===== src/rtl/fp32_addsub_issue_if.sv =====
// Bundle for the FP32 add/sub issue stage: operand input handshake, adder-side
// operand/result wires, result output handshake and FIFO occupancy.
interface fp32_addsub_issue_if #(
  parameter int DEPTH = 4
);
  localparam int CW = $clog2(DEPTH) + 1;

  logic          in_valid;
  logic          in_ready;
  logic [31:0]   in_a;
  logic [31:0]   in_b;
  logic          in_cmd;
  logic [31:0]   op_a;
  logic [31:0]   op_b;
  logic          op_cmd;
  logic [31:0]   op_res;
  logic          out_valid;
  logic          out_ready;
  logic [31:0]   out_result;
  logic [1:0]    out_flags;
  logic [CW-1:0] count;

  // Handshakes: a transfer happens on a rising edge where valid && ready;
  // the producer holds its payload stable while valid is high and ready is low.
  modport slave (
    input  in_valid, in_a, in_b, in_cmd, op_res, out_ready,
    output in_ready, op_a, op_b, op_cmd, out_valid, out_result, out_flags, count
  );

  modport master (
    output in_valid, in_a, in_b, in_cmd, op_res, out_ready,
    input  in_ready, op_a, op_b, op_cmd, out_valid, out_result, out_flags, count
  );
endinterface


===== src/rtl/fp32_addsub_issue.sv =====
// Issue stage for a combinational FP32 add/sub: operand FIFO, IDLE/ISSUE/HOLD FSM, result register.
// Define FP_SPECIAL_BYPASS_EN to override the adder result for NaN/Inf operands.
module fp32_addsub_issue #(
  parameter int          DEPTH = 4,
  parameter logic [31:0] QNAN  = 32'h7FC00000
) (
  input  logic               clk,
  input  logic               rst,
  fp32_addsub_issue_if.slave bus,
  output logic [1:0]         dbg_state_o
);
  localparam int AW = $clog2(DEPTH);
  localparam int CW = AW + 1;

  typedef enum logic [1:0] {
    IDLE  = 2'd0,
    ISSUE = 2'd1,
    HOLD  = 2'd2
  } state_e;

  if (DEPTH < 2 || (DEPTH & (DEPTH - 1)) != 0 || QNAN[30:23] != 8'hFF || QNAN[22:0] == 23'd0)
    begin : g_bad_config
      $error("fp32_addsub_issue: DEPTH must be a power of two >= 2 and QNAN must be a NaN");
    end

  state_e        state_q, state_d;
  logic [64:0]   mem_q [DEPTH];
  logic [AW-1:0] wr_ptr_q, rd_ptr_q;
  logic [CW-1:0] count_q;
  logic          full, empty, push, pop, load_res;
  logic [31:0]   op_a_q, op_b_q;
  logic          op_cmd_q;
  logic          out_valid_q;
  logic [31:0]   result_q, result_d;
  logic [1:0]    flags_q, flags_d;

  assign full  = (count_q == CW'(DEPTH));
  assign empty = (count_q == '0);
  // A full FIFO refuses writes even when the head is popped in the same cycle.
  assign push  = bus.in_valid && !full;

  always_ff @(posedge clk) begin
    if (push) mem_q[wr_ptr_q] <= {bus.in_a, bus.in_b, bus.in_cmd};
  end

  always_ff @(posedge clk or posedge rst) begin
    if (rst) begin
      wr_ptr_q <= '0;
      rd_ptr_q <= '0;
      count_q  <= '0;
    end else begin
      if (push) wr_ptr_q <= wr_ptr_q + AW'(1);
      if (pop)  rd_ptr_q <= rd_ptr_q + AW'(1);
      case ({push, pop})
        2'b10:   count_q <= count_q + CW'(1);
        2'b01:   count_q <= count_q - CW'(1);
        default: count_q <= count_q;
      endcase
    end
  end

  always_comb begin
    state_d  = state_q;
    pop      = 1'b0;
    load_res = 1'b0;
    unique case (state_q)
      IDLE: begin
        if (!empty) begin
          pop     = 1'b1;
          state_d = ISSUE;
        end
      end
      ISSUE: begin
        load_res = 1'b1;
        state_d  = HOLD;
      end
      HOLD: begin
        if (bus.out_ready) begin
          pop     = !empty;
          state_d = empty ? IDLE : ISSUE;
        end
      end
      default: state_d = IDLE;
    endcase
  end

  always_comb begin
    result_d = bus.op_res;
    flags_d  = 2'b00;
`ifdef FP_SPECIAL_BYPASS_EN
    begin : special_override
      logic a_nan, b_nan, a_inf, b_inf, b_sign;
      a_nan  = (op_a_q[30:23] == 8'hFF) && (op_a_q[22:0] != 23'd0);
      b_nan  = (op_b_q[30:23] == 8'hFF) && (op_b_q[22:0] != 23'd0);
      a_inf  = (op_a_q[30:23] == 8'hFF) && (op_a_q[22:0] == 23'd0);
      b_inf  = (op_b_q[30:23] == 8'hFF) && (op_b_q[22:0] == 23'd0);
      // Subtraction is addition of B with its sign flipped.
      b_sign = op_b_q[31] ^ ~op_cmd_q;
      if (a_nan || b_nan || (a_inf && b_inf && (op_a_q[31] != b_sign))) begin
        result_d = QNAN;
        flags_d  = 2'b10;
      end else if (a_inf) begin
        result_d = op_a_q;
        flags_d  = 2'b01;
      end else if (b_inf) begin
        result_d = {b_sign, op_b_q[30:0]};
        flags_d  = 2'b01;
      end
    end
`endif
  end

  always_ff @(posedge clk or posedge rst) begin
    if (rst) begin
      state_q     <= IDLE;
      op_a_q      <= '0;
      op_b_q      <= '0;
      op_cmd_q    <= 1'b0;
      out_valid_q <= 1'b0;
      result_q    <= '0;
      flags_q     <= '0;
    end else begin
      state_q <= state_d;
      if (pop) {op_a_q, op_b_q, op_cmd_q} <= mem_q[rd_ptr_q];
      if (load_res) begin
        out_valid_q <= 1'b1;
        result_q    <= result_d;
        flags_q     <= flags_d;
      end else if (out_valid_q && bus.out_ready) begin
        out_valid_q <= 1'b0;
      end
    end
  end

  assign bus.in_ready   = !full;
  assign bus.op_a       = op_a_q;
  assign bus.op_b       = op_b_q;
  assign bus.op_cmd     = op_cmd_q;
  assign bus.out_valid  = out_valid_q;
  assign bus.out_result = result_q;
  assign bus.out_flags  = flags_q;
  assign bus.count      = count_q;
  assign dbg_state_o    = state_q;
endmodule


===== src/flat_wrapper.sv =====
// flat-port wrapper written by rule: the top's interface ports become plain ports
module fp32_addsub_issue_flat 
#(
  parameter int          DEPTH = 4,
  parameter logic [31:0] QNAN  = 32'h7FC00000
)
  (clk, rst, dbg_state_o, bus_in_valid, bus_in_a, bus_in_b, bus_in_cmd, bus_op_res, bus_out_ready, bus_in_ready, bus_op_a, bus_op_b, bus_op_cmd, bus_out_valid, bus_out_result, bus_out_flags, bus_count);
  fp32_addsub_issue_if #(.DEPTH(DEPTH)) bus_i ();
  input  logic clk;
  input  logic rst;
  output logic [1:0] dbg_state_o;
  input wire logic [$bits(bus_i.in_valid)-1:0] bus_in_valid;
  input wire logic [$bits(bus_i.in_a)-1:0] bus_in_a;
  input wire logic [$bits(bus_i.in_b)-1:0] bus_in_b;
  input wire logic [$bits(bus_i.in_cmd)-1:0] bus_in_cmd;
  input wire logic [$bits(bus_i.op_res)-1:0] bus_op_res;
  input wire logic [$bits(bus_i.out_ready)-1:0] bus_out_ready;
  output wire logic [$bits(bus_i.in_ready)-1:0] bus_in_ready;
  output wire logic [$bits(bus_i.op_a)-1:0] bus_op_a;
  output wire logic [$bits(bus_i.op_b)-1:0] bus_op_b;
  output wire logic [$bits(bus_i.op_cmd)-1:0] bus_op_cmd;
  output wire logic [$bits(bus_i.out_valid)-1:0] bus_out_valid;
  output wire logic [$bits(bus_i.out_result)-1:0] bus_out_result;
  output wire logic [$bits(bus_i.out_flags)-1:0] bus_out_flags;
  output wire logic [$bits(bus_i.count)-1:0] bus_count;
  assign bus_i.in_valid = bus_in_valid;
  assign bus_i.in_a = bus_in_a;
  assign bus_i.in_b = bus_in_b;
  assign bus_i.in_cmd = bus_in_cmd;
  assign bus_i.op_res = bus_op_res;
  assign bus_i.out_ready = bus_out_ready;
  assign bus_in_ready = bus_i.in_ready;
  assign bus_op_a = bus_i.op_a;
  assign bus_op_b = bus_i.op_b;
  assign bus_op_cmd = bus_i.op_cmd;
  assign bus_out_valid = bus_i.out_valid;
  assign bus_out_result = bus_i.out_result;
  assign bus_out_flags = bus_i.out_flags;
  assign bus_count = bus_i.count;
  fp32_addsub_issue #(.DEPTH(DEPTH), .QNAN(QNAN)) u_core (.clk(clk), .rst(rst), .bus(bus_i), .dbg_state_o(dbg_state_o));
endmodule

===== config.mk =====
export PLATFORM = sky130hd
export DESIGN_NAME = fp32_addsub_issue_flat
export DESIGN_NICKNAME = d
export VERILOG_FILES = /design/src/rtl/fp32_addsub_issue_if.sv /design/src/rtl/fp32_addsub_issue.sv /design/src/flat_wrapper.sv
export SDC_FILE = /design/constraint.sdc
export NUM_CORES = 1
export LEC_CHECK = 0
export BUFFER_PORTS_ARGS = -buffer_cell sky130_fd_sc_hd__buf_2
export CELL_PAD_IN_SITES_DETAIL_PLACEMENT = 0
export CELL_PAD_IN_SITES_GLOBAL_PLACEMENT = 2
export CORE_MARGIN = 2
export CORE_UTILIZATION = 45
export DETAILED_ROUTE_END_ITERATION = 10
export MAX_ROUTING_LAYER = met4
export PLACE_DENSITY = 0.88
export SYNTH_ARGS = -nofsm -noshare
export SYNTH_HDL_FRONTEND = slang
export SYNTH_SLANG_ARGS = --single-unit

===== constraint.sdc =====
create_clock -name clk -period 4.6 [get_ports clk]
set_input_delay 0.23 -clock clk [delete_from_list [all_inputs] [get_ports clk]]
set_output_delay 0.23 -clock clk [all_outputs]
set_load 0.02 [all_outputs]

# [Yosys cells after proc, flatten, opt, wreduce, memory -nomap -nowiden]
# Memory sizes are Yosys's and may differ from the RTL's. A register that Yosys moved wholly into a read port is not among the register bits.
# Index checks and enable logic that the tools add are counted.
[op_classes] n_eq_ne=7 mux=13 reduce_logical=9 add_sub_neg=4
[ops] operator="two-way mux 1 bit" count=8
[ops] operator="case mux 2 bit (3 select lines)" count=1
[ops] operator="case mux 3 bit (2 select lines)" count=1
[ops] operator="adder 2 x 1 -> 2 bit (second input constant)" count=2
[ops] operator="equality test 2 x 1 -> 1 bit (second input constant)" count=2
[ops] operator="equality test 2 bit (second input constant)" count=2
[ops] operator="two-way mux 2 bit" count=2
[ops] operator="!= test 2 bit (second input constant)" count=2
[ops] operator="nonzero test 2 bit" count=2
[ops] operator="adder 3 x 1 -> 3 bit (second input constant)" count=1
[ops] operator="equality test 3 bit (second input constant)" count=1
[ops] operator="zero test 3 bit" count=1
[ops] operator="subtractor 3 x 1 -> 3 bit (second input constant)" count=1
[ops] operator="logical AND 1 bit" count=2
[ops] operator="zero test 1 bit" count=2
[ops] operator="zero test 2 bit" count=1
[ops] operator="case mux 1 bit (2 select lines)" count=1
[ops] operator="AND reduction 2 bit" count=1
[word_totals] ramBits=260 output_inout_bits=106 input_bits=101 elab_cells=40 ff_bits=42 mem_count=1
[mem_list] name="u_core.mem_q" depth=4 width=65 read_ports=1 rd_ports_with_merged_regs=1 wr=1 line_no="fp32_addsub_issue.sv:27" rtl="logic [64:0] mem_q [DEPTH];"

# [Longest topological paths before layout]
# Gate-level depths: netlist (run 1).
[logic_depth] depth_word=6 ltp_mapped=10 depth_no_buf=9

# [Worst setup path before layout (run 1)]
# OpenSTA, ideal clock, no wires.
[synth_path] kind="register to register" from="register u_core.count_q[2], in the netlist u_core.bus.count[2]" to="memory u_core.mem_q[0][0], enable pin" setup_time_ns=0.430 t_required_ns=4.170 path_stages_with_launch=3 slack_ns=1.715 synth_period_minus_slack_ns=2.885 t_arrival_ns=2.455 cell_sequence="dfrtp_1 -> or3b_1 -> and3_1"
[synth_via] elab_chain_cells=5
[synth_rtl] item="from (decl)" line_no="fp32_addsub_issue.sv:29" rtl="logic [CW-1:0] count_q;"
[synth_rtl] item="from (signal assigned)" line_no="fp32_addsub_issue.sv:55" rtl="2'b10: count_q <= count_q + CW'(1);"
[synth_rtl] item="from (signal assigned)" line_no="fp32_addsub_issue.sv:56" rtl="2'b01: count_q <= count_q - CW'(1);"
[synth_rtl] item="from (signal assigned)" line_no="fp32_addsub_issue.sv:57" rtl="default: count_q <= count_q;"
[synth_rtl] item="equality test 3 bit" line_no="fp32_addsub_issue.sv:37" rtl="assign full = (count_q == CW'(DEPTH));"
[synth_rtl] item="zero test 1 bit"
[synth_rtl] item="named net bus_in_ready" line_no="flat_wrapper.sv:18" rtl="output wire logic [$bits(bus_i.in_ready)-1:0] bus_in_ready;"
[synth_rtl] item="logical AND 1 bit" line_no="fp32_addsub_issue.sv:40" rtl="assign push = bus.in_valid && !full;"
[synth_rtl] item="two-way mux 1 bit" line_no="fp32_addsub_issue.sv:43" rtl="if (push) mem_q[wr_ptr_q] <= {bus.in_a, bus.in_b, bus.in_cmd};"
[synth_rtl] item="two-way mux 1 bit (not written as such)" line_no="fp32_addsub_issue.sv:43"
[synth_rtl] item="to (decl)" line_no="fp32_addsub_issue.sv:27"
# The timed path passes the listed nets, and every way through them passes these cells.

# [Final worst setup path (run 1)]
[layout_path] from="register u_core.state_q[1], in the netlist u_core.dbg_state_o[1]" to="register u_core.count_q[2], in the netlist u_core.bus.count[2]"
[layout_via] elab_chain_cells=4
[layout_rtl] item="from (decl)" line_no="fp32_addsub_issue.sv:26" rtl="state_e state_q, state_d;"
[layout_rtl] item="from (signal assigned)" line_no="fp32_addsub_issue.sv:123" rtl="state_q <= state_d;"
[layout_rtl] item="equality test 2 bit or zero test 2 bit (tied branches)" line_no="fp32_addsub_issue.sv:66" rtl="unique case (state_q)"
[layout_rtl] item="case mux 1 bit (2 select lines) *" line_no="fp32_addsub_issue.sv:66"
[layout_rtl] item="equality test 2 x 1 -> 1 bit or equality test 2 bit (tied branches)" line_no="fp32_addsub_issue.sv:54" rtl="case ({push, pop})"
[layout_rtl] item="case mux 3 bit (2 select lines) or nonzero test 2 bit (tied branches)"
# Mark *: on every way between the ends. The rest lies on a longest branch, timed or not.
# A chain may end at the register's enable or synchronous reset.

==> results of run 1 <==
area by class of cell:
type	count	share of cell area (%)
diodes	2	0.0290
clock buffers	50	6.06
clock inverters	19	1.04
inverters	8	0.188
multi-input cells	259	17.2
flip-flops and latches	367	60.7
well taps	390	2.82
repair buffers	311	12.0
flip-flops by register name, indices dropped and copies added (netlist names):
signal                 cells
u_core.bus.count           3
u_core.bus.op_a           32
u_core.bus.op_b           32
u_core.bus.op_cmd          1
u_core.bus.out_result     32
u_core.bus.out_valid       1
u_core.dbg_state_o         2
u_core.mem_q             260
u_core.rd_ptr_q            2
u_core.wr_ptr_q            2
report_power, final:
part | internal [µW] | total [µW] | switching, µW
Combinational | 1840 | 3760 | 1930
Sequential | 4590 | 5240 | 646
Clock | 1780 | 3000 | 1220
Total | 8210 | 12000 | 3790
final timing paths:
path                                                  startpoint  slack, ns  cells after the start                                    end
setup / recovery               u_core.dbg_state_o[1]$_DFFE_PP0P_       2.13                      9        u_core.bus.count[2]$_DFFE_PP0P_
max in group asynchronous                                    rst       3.25                      4         u_core.rd_ptr_q[0]$_DFFE_PP0P_
setup reg to reg               u_core.dbg_state_o[1]$_DFFE_PP0P_       2.13                      9        u_core.bus.count[2]$_DFFE_PP0P_
min in group asynchronous                                    rst       0.42                      3  u_core.bus.out_result[21]$_DFFE_PP0P_
hold reg to reg            u_core.bus.out_result[24]$_DFFE_PP0P_       0.47                      2  u_core.bus.out_result[24]$_DFFE_PP0P_
hold / removal                                      bus_in_valid       0.16                      3         u_core.wr_ptr_q[0]$_DFFE_PP0P_
stage by stage:
step | setup slack [ns] | cells | utilization, % | total power [µW]
after floorplan | 1.55 | 666 | - | 7970
after global placement | 2.12 | 1236 | 50.5 | 8990
after detailed placement | 2.09 | 1236 | 50.5 | 9080
after CTS | 2.07 | 1404 | 58.0 | 12200
after global routing | 1.97 | 1406 | 58.0 | 12600
final | 2.13 | 1406 | 58.0 | 12000
worst max-delay path, delay by kind of cell, from the launching register on:
| kind | cells | cell delay (ns) |
|---|---|---|
| adder cells (fa/ha/maj) | 2 | 0.66 |
| buffers and inverters | 2 | 0.59 |
| flip-flops | 1 | 0.42 |
| AND/OR/NAND/NOR | 3 | 0.42 |
| XOR/XNOR | 2 | 0.32 |
cell usage after synthesis (5+ instances only):
| cell | instances |
|---|---|
| nand2_1 | 96 |
| inv_1 | 8 |
| edfxtp_1 | 260 |
| mux4_2 | 65 |
| dfrtp_1 | 107 |
| clkbuf_1 | 10 |
| mux2_2 | 38 |
| mux2_4 | 28 |
| ha_1 | 5 |
| buf_2 | 8 |
logic make-up after synthesis:
group	Yosys count
other	1
buffers and inverters	40
xor gates and xnor gates	6
DFF	367
adders and majority gates	6
and+or+nand+nor	111
AOI/OAI and AO/OA	2
muxes	132
metal layers:
layer  GRT usage, %  wire, µm  part of all wire, %  up-vias
li1               -         -                    -     3200
met1           23.5     11800                   45     3556
met2           27.6     12700                   48      215
met3           3.41      1650                  6.2       38
met4           4.57       410                  1.5        0
met5              -         0                    0        -
==> results.sh, run 1 <==
export IMPL_drc=0
export IMPL_yosys_area_top_type="edfxtp_1"
export IMPL_power_density_nw_per_um2=694
export IMPL_cts_setup_buffers=0
export IMPL_final_seq_area_um2=10500
export IMPL_finish_net_count=1093
export IMPL_area_delta_synth_final_pct=26.4
export IMPL_final_common_cell="edfxtp_1"
export IMPL_synth_compound_area_share_pct=0.0732
export IMPL_maxCapViolations=0
export IMPL_dp_hpwl_um=14700
export IMPL_ys_top_cells_by_area="edfxtp_1 (57%), dfrtp_1 (20%), mux4_2 (11%), mux2_2 (3.1%), mux2_4 (3.1%)"
export IMPL_holdBufCountCts=99
export IMPL_crit_chain="nor2b_1, nor3_4, buf_4, ha_1, inv_1, fa_1, xor2_1, nor2_1, xor2_1"
export IMPL_synth_flop_cell="edfxtp_1"
export IMPL_die_w_um=178
export IMPL_muxShareOfSynthArea_pct=17.0
export IMPL_rows=63
export IMPL_leakagePower_uw=0.00674
export IMPL_htreeDepth=2
export IMPL_viasPerCell=4.99
export IMPL_status="complete, no violations"
export IMPL_wl_per_cell_um=18.9
export IMPL_drtAntennaViolNets=0
export IMPL_synth_top_family_by_area="multiplexers"
export IMPL_grt_pass1_wl_um=41000
export IMPL_cp_slowest_stage_delay_ns=0.53
export IMPL_cp_common_cell="xor2_1"
export IMPL_fmax_mhz=405
export IMPL_fin_worst_skew_ns=0.0170
export IMPL_crit_arrival_ns=2.90
export IMPL_ir_worst_vdd_mv=0.423
export IMPL_cts_resized=0
export IMPL_synth_cell_type_count=30
export IMPL_placed_area_um2=15100
export IMPL_grt_pass1_vias=7404
export IMPL_die_area_um2=31800
export IMPL_tightestPinTransition_ns=1.10
export IMPL_crit_required_ns=5.03
export IMPL_hold_class="input pin to register"
export IMPL_num_vias=7009
export IMPL_hold_viol_final=0
export IMPL_drt_iter0_drc=467
export IMPL_drive_gt1_share_pct=39.8
export IMPL_cts_root_buf="clkbuf_16"
export IMPL_synthArstFlopShare_pct=29.2
export IMPL_grt_max_degree=67
export IMPL_start_util_pct=45.9
export IMPL_final_cell_mix="edfxtp_1 (260), buf_2 (204), dfrtp_1 (105)"
export IMPL_fin_tns_setup_ns=0
export IMPL_crit_type="register to register"
export IMPL_clockBufferDepth=3
export IMPL_dr_pass1_iters=4
export IMPL_routed_wl_um=26600
export IMPL_yosysWarningCount=0
export IMPL_design_area_um2=17300
export IMPL_synth_seq_area_share_pct=76.7
export IMPL_cts_tree="done"
export IMPL_insertion_delay_ns=0.52
export IMPL_cp_max_fo=31
export IMPL_cts_made_buffers=39
export IMPL_critPathCaptureType="register"
export IMPL_cts_sinks=367
export IMPL_grt_antenna_before_repair=2
export IMPL_multi_input_area_um2=2970
export IMPL_cp_slowest_cell="buf_4"
export IMPL_startpoint_type="register"
export IMPL_synth_fa_ha_area_share_pct=0.604
export IMPL_gp_congestion=0.706
export IMPL_synth_edf_count=260
export IMPL_die_h_um=178
export IMPL_coreArea_um2=29800
export IMPL_synth_top_area_share_pct=57.1
export IMPL_grt_overflow=0
export IMPL_yosys_area_share_xor_xnor_pct=0.384
export IMPL_syn_area_um2=13700
export IMPL_period_share_pct=53.7
export IMPL_port_buffers=204
export IMPL_yosys_area_share_simple_pct=3.38
export IMPL_avgSynthCellArea_um2=20.6
export IMPL_syn_inst=665
export IMPL_slew_headroom_pct=26.6
export IMPL_clk_pin_slew_worst_paths_ns=0.06
export IMPL_slew_viol_final=0
export IMPL_rsz0062_at_grt="no"
export IMPL_fill_cells=2262
export IMPL_layout_min_cycle_time_ns=2.47
export IMPL_synth_seq_cells=367
export IMPL_setup_viol=0
export IMPL_ios=207
export IMPL_fin_hold_ws_ns=0.158
export IMPL_track_usage_pct=17.4
(Power assumes the default switching activity.)
==> run 2: changes to the inputs <==
- CORE_UTILIZATION: 45 -> 43
- PLACE_DENSITY: 0.88 -> 0.85
- clock period: 4.6 -> 2.6 ns (I/O delays scaled with it)
==> run 2 against run 1 <==
  * Die area rose by 4.5%
  * Clock skew fell by 0.0030 ns
  * Core utilization is 2.5 points lower
  * Total power is 78% higher
  * Critical path type unchanged
  * Largest power group unchanged
==> results.sh, run 2 (same netlist as run 1, synthesis figures left out) <==
export IMPL_htreeDepth=2
export IMPL_viasPerCell=4.92
export IMPL_placed_area_um2=15200
export IMPL_cts_setup_buffers=0
export IMPL_rows=65
export IMPL_layout_min_cycle_time_ns=2.29
export IMPL_holdBufCountCts=99
export IMPL_dp_hpwl_um=15100
export IMPL_leakagePower_uw=0.00680
export IMPL_coreArea_um2=31500
export IMPL_wirelength_met1_um=11700
export IMPL_wl_met2_um=13400
export IMPL_area_delta_synth_final_pct=27.6
export IMPL_finish_net_count=1099
export IMPL_hold_depth=3
export IMPL_cts_tree="done"
export IMPL_port_buffers=204
export IMPL_highest_layer="met4"
export IMPL_design_area_um2=17500
export IMPL_crit_type="register to register"
export IMPL_wl_per_cell_um=18.8
export IMPL_crit_required_ns=3.03
export IMPL_cp_max_fo=6
export IMPL_cts_sinks=367
export IMPL_crit_arrival_ns=2.72
export IMPL_routed_wl_um=26800
export IMPL_fmax_mhz=437
export IMPL_ios=207
export IMPL_largest_reg_flops=260
export IMPL_dr_pass1_iters=6
export IMPL_clk_pin_slew_worst_paths_ns=0.06
export IMPL_hold_class="input pin to register"
export IMPL_fin_worst_skew_ns=0.0140
export IMPL_drive_gt1_share_pct=40.4
export IMPL_startpoint_type="register"
export IMPL_rsz0062_at_grt="no"
export IMPL_track_usage_pct=16.9
export IMPL_tightestPinTransition_ns=1.08
export IMPL_gp_congestion=0.697
export IMPL_die_area_um2=33200
export IMPL_fin_tns_setup_ns=0
export IMPL_power_density_nw_per_um2=1220
export IMPL_hp_start="bus_in_valid"
export IMPL_grt_overflow=0
export IMPL_final_common_cell="edfxtp_1"
export IMPL_status="complete, no violations"
export IMPL_critPathCaptureType="register"
export IMPL_dpl_cell_count=1253
export IMPL_fin_cells=1423
export IMPL_cts_made_buffers=40
export IMPL_drtAntennaViolNets=0
export IMPL_maxCapViolations=0
export IMPL_regMostFlops="u_core.mem_q"
export IMPL_ir_worst_vdd_mv=0.956
export IMPL_cts_resized=0
export IMPL_start_util_pct=43.5
export IMPL_diodes=0
export IMPL_cts_root_buf="clkbuf_16"
export IMPL_worst_r2r_cell_count=9
export IMPL_num_vias=7008
export IMPL_die_h_um=182
export IMPL_r2r_start="u_core.bus.count[0]$_DFFE_PP0P_"
export IMPL_slew_viol_final=0
export IMPL_drt_iter0_drc=386
export IMPL_final_cell_mix="edfxtp_1 (260), buf_2 (204), dfrtp_1 (105)"
export IMPL_grt_max_degree=67
export IMPL_drc=0
export IMPL_period_share_pct=88.0
export IMPL_setup_viol=0
export IMPL_grt_pass1_vias=7529
export IMPL_cp_startpoint="u_core.bus.count[0]$_DFFE_PP0P_"
export IMPL_insertion_delay_ns=0.52
export IMPL_die_w_um=182
export IMPL_slew_headroom_pct=27.7
export IMPL_wl_met3_um=1350
export IMPL_hold_viol_final=0
export IMPL_grt_pass1_wl_um=42000
export IMPL_grt_antenna_before_repair=0
export IMPL_clockBufferDepth=3
-- run 2: changes by cell type in the layout (fill, tap and decap cells not counted) --
cell / change
clkinvlp_4: +4
clkbuf_8: +1
clkbuf_16: +2
clkbuf_1: +8
inv_16: -1
clkinv_4: +1
diode_2: -2
inv_4: -1
buf_12: +8
bufinv_16: -1
clkinv_1: -9
inv_6: -2
buf_4: -3
-- run 2: critical path, stage by stage (launching register included) --
cell and delay (ns):
dfrtp_1 0.43, or3b_1 0.47, and2_1 0.23, inv_1 0.06
ha_1 0.17, inv_1 0.06, fa_1 0.37, xor2_1 0.15
nor2_1 0.11, xor2_1 0.15
-- run 2: layer usage --
| metal | track usage, % | vias up |
|---|---|---|
| met2 | 28.2 | 201 |
| li1 | - | 3206 |
| met5 | - | - |
| met4 | 4.39 | 0 |
| met1 | 21.5 | 3564 |
| met3 | 3.31 | 37 |
-- run 2: area by class of cell --
type	instances	area [µm²]
clock buffer	61	1140
clock inverter	10	110
fill	2413	14000
inverter	8	33.8
multi-input combinational	259	2970
sequential	367	10500
tap	402	503
timing repair buffer	316	2210
-- run 2: final timing paths --
| path | slack (ns) | to |
|---|---|---|
| max in group asynchronous | 1.74 | u_core.bus.op_b[10]$_DFFE_PP0P_ |
| worst max-delay path | 0.31 | u_core.bus.count[2]$_DFFE_PP0P_ |
| worst max register to register | 0.31 | u_core.bus.count[2]$_DFFE_PP0P_ |
| min in group asynchronous | 0.21 | u_core.bus.out_result[24]$_DFFE_PP0P_ |
| worst min register to register | 0.47 | u_core.bus.out_result[8]$_DFFE_PP0P_ |
| worst min-delay path | 0.06 | u_core.wr_ptr_q[0]$_DFFE_PP0P_ |
-- run 2: stage by stage --
stage | hold slack (ns) | utilization, % | total power (µW) | setup slack [ns]
3_5_place_dp | 0.215 | 48.3 | 16200 | 0.318
6_report | 0.0650 | 55.5 | 21400 | 0.311
5_1_grt | 0.0842 | 55.5 | 22600 | 0.0971
4_1_cts | 0.0464 | 55.5 | 21700 | 0.282
3_3_place_gp | 0.220 | 48.3 | 16100 | 0.341
2_1_floorplan | 0.229 | - | 14100 | 0.250
-- run 2: where the power goes --
group	switching [µW]	internal, µW
sequential	825	8120
combinational	3740	3370
clock	2110	3220
==> run 3: changes to the inputs <==
- MAX_ROUTING_LAYER: met4 -> default
- RECOVER_POWER: default -> 50
==> run 3 against run 2 <==
  * Critical path depth unchanged
  * Critical path type unchanged
  * First-iteration DRC count down 1.0%
  * Core utilization down 0.60 points
  * Via count up 0.16%
  * Total power down 0.56%
  * Register-to-register slack about the same
  * Largest cell class unchanged
  * Sequential share of layout area up 0.66 points
  * Critical endpoint unchanged
==> results.sh, run 3 (same netlist as run 1, synthesis figures left out) <==
export IMPL_status="complete, no violations"
export IMPL_finish_net_count=1099
export IMPL_cts_sinks=367
export IMPL_htreeDepth=2
export IMPL_fin_tns_setup_ns=0
export IMPL_ios=207
export IMPL_area_delta_synth_final_pct=26.2
export IMPL_slew_viol_final=0
export IMPL_power_density_nw_per_um2=1230
export IMPL_final_common_cell="edfxtp_1"
export IMPL_num_vias=7019
export IMPL_grt_max_degree=67
export IMPL_leakagePower_uw=0.00645
export IMPL_period_share_pct=87.7
export IMPL_path_buf_inv=2
export IMPL_p_total_uw=21300
export IMPL_clk_pin_slew_worst_paths_ns=0.06
export IMPL_maxCapViolations=0
export IMPL_final_cell_mix="edfxtp_1 (260), clkbuf_1 (134), dfrtp_1 (105)"
export IMPL_fin_hold_ws_ns=0.0658
export IMPL_cts_made_buffers=40
export IMPL_insertion_delay_ns=0.51
export IMPL_layout_min_cycle_time_ns=2.28
export IMPL_cp_slowest_stage_delay_ns=0.47
export IMPL_wl_per_cell_um=18.8
export IMPL_grt_pass1_wl_um=42000
export IMPL_port_buffers=204
export IMPL_final_seq_area_um2=10500
export IMPL_diodes=0
export IMPL_die_area_um2=33200
export IMPL_crit_type="register to register"
export IMPL_ir_worst_vdd_mv=0.955
export IMPL_clockBufferDepth=3
export IMPL_holdBufCountCts=99
export IMPL_critPathCaptureType="register"
export IMPL_cts_resized=0
export IMPL_start_util_pct=43.5
export IMPL_grt_pass1_vias=7543
export IMPL_hold_class="input pin to register"
export IMPL_drc=0
export IMPL_cp_max_fo=6
export IMPL_track_usage_pct=16.4
export IMPL_cts_setup_buffers=0
export IMPL_cp_slowest_cell="or3b_1"
export IMPL_dr_pass1_iters=5
export IMPL_rsz0062_at_grt="no"
export IMPL_grt_overflow=0
export IMPL_crit_required_ns=3.03
export IMPL_fill_cells=2467
export IMPL_dp_hpwl_um=15100
export IMPL_gp_congestion=0.690
export IMPL_setup_viol=0
export IMPL_tightestPinTransition_ns=1.14
export IMPL_multi_input_area_um2=2960
export IMPL_viasPerCell=4.93
export IMPL_routed_wl_um=26800
export IMPL_grt_antenna_before_repair=0
export IMPL_drive_gt1_share_pct=28.7
export IMPL_cpLargestDelayFamily="simple AND/OR/NAND/NOR gates"
export IMPL_hold_viol_final=0
export IMPL_cts_root_buf="clkbuf_16"
export IMPL_coreArea_um2=31500
export IMPL_die_w_um=182
export IMPL_regMostFlops="u_core.mem_q"
export IMPL_cts_tree="done"
export IMPL_die_h_um=182
export IMPL_drtAntennaViolNets=0
export IMPL_rows=65
export IMPL_largest_reg_flops=260
export IMPL_drt_iter0_drc=382
export IMPL_crit_chain="or3b_1, and2_1, inv_1, ha_1, inv_1, fa_1, xor2_1, nor2_1, xor2_1"
export IMPL_startpoint_type="register"
export IMPL_design_area_um2=17300
export IMPL_crit_arrival_ns=2.71
export IMPL_placed_area_um2=15200
export IMPL_fin_worst_skew_ns=0.0135
export IMPL_slew_headroom_pct=24.1
export IMPL_fmax_mhz=438
==> run 3: worst paths after layout <==
kind                                                       from                                     to  slack, ns  cells after the start
min in group asynchronous                                   rst  u_core.bus.out_result[24]$_DFFE_PP0P_       0.32                      3
setup / recovery                u_core.bus.count[0]$_DFFE_PP0P_        u_core.bus.count[2]$_DFFE_PP0P_       0.32                      9
hold / removal                                     bus_in_valid         u_core.wr_ptr_q[0]$_DFFE_PP0P_       0.07                      3
setup reg to reg                u_core.bus.count[0]$_DFFE_PP0P_        u_core.bus.count[2]$_DFFE_PP0P_       0.32                      9
hold reg to reg            u_core.bus.out_result[8]$_DFFE_PP0P_   u_core.bus.out_result[8]$_DFFE_PP0P_       0.47                      2
max in group asynchronous                                   rst        u_core.bus.op_b[10]$_DFFE_PP0P_       0.79                      4
==> run 3: metrics by stage <==
| step | cells | utilization, % | setup slack (ns) |
|---|---|---|---|
| after floorplan | 666 | - | 0.250 |
| after global placement | 1253 | 48.3 | 0.341 |
| after detailed placement | 1253 | 48.3 | 0.318 |
| after CTS | 1423 | 55.5 | 0.282 |
| after global routing | 1423 | 54.9 | 0.108 |
| final | 1423 | 54.9 | 0.319 |
==> run 3: power breakdown <==
group	leakage (µW)	internal [µW]	switching, µW
sequential	0.00365	8120	837
combinational	0.00220	3230	3740
clock	0.000599	3220	2110
total	0.00645	14600	6690
==> run 3: metal layers <==
layer,routed length [µm],part of all wire (%),global-route usage (%)
met1,11500,43,21.4
met2,13400,50,28.2
met3,1520,5.7,3.45
met4,415,1.5,4.39
met5,0,0,0
==> run 3: cell type report <==
| cell class | count | area share, % |
|---|---|---|
| Clock buffer | 61 | 6.61 |
| Clock inverter | 10 | 0.638 |
| Inverter | 8 | 0.181 |
| Multi-Input combinational cell | 259 | 17.2 |
| Sequential cell | 367 | 60.8 |
| Tap cell | 402 | 2.91 |
| Timing Repair Buffer | 316 | 11.7 |
==> run 3: worst reg2reg max path, stage by stage (launching register included) <==
cell and delay, ns:
dfrtp_1 0.42, or3b_1 0.47, and2_1 0.23, inv_1 0.06
ha_1 0.17, inv_1 0.06, fa_1 0.37, xor2_1 0.15
nor2_1 0.11, xor2_1 0.15
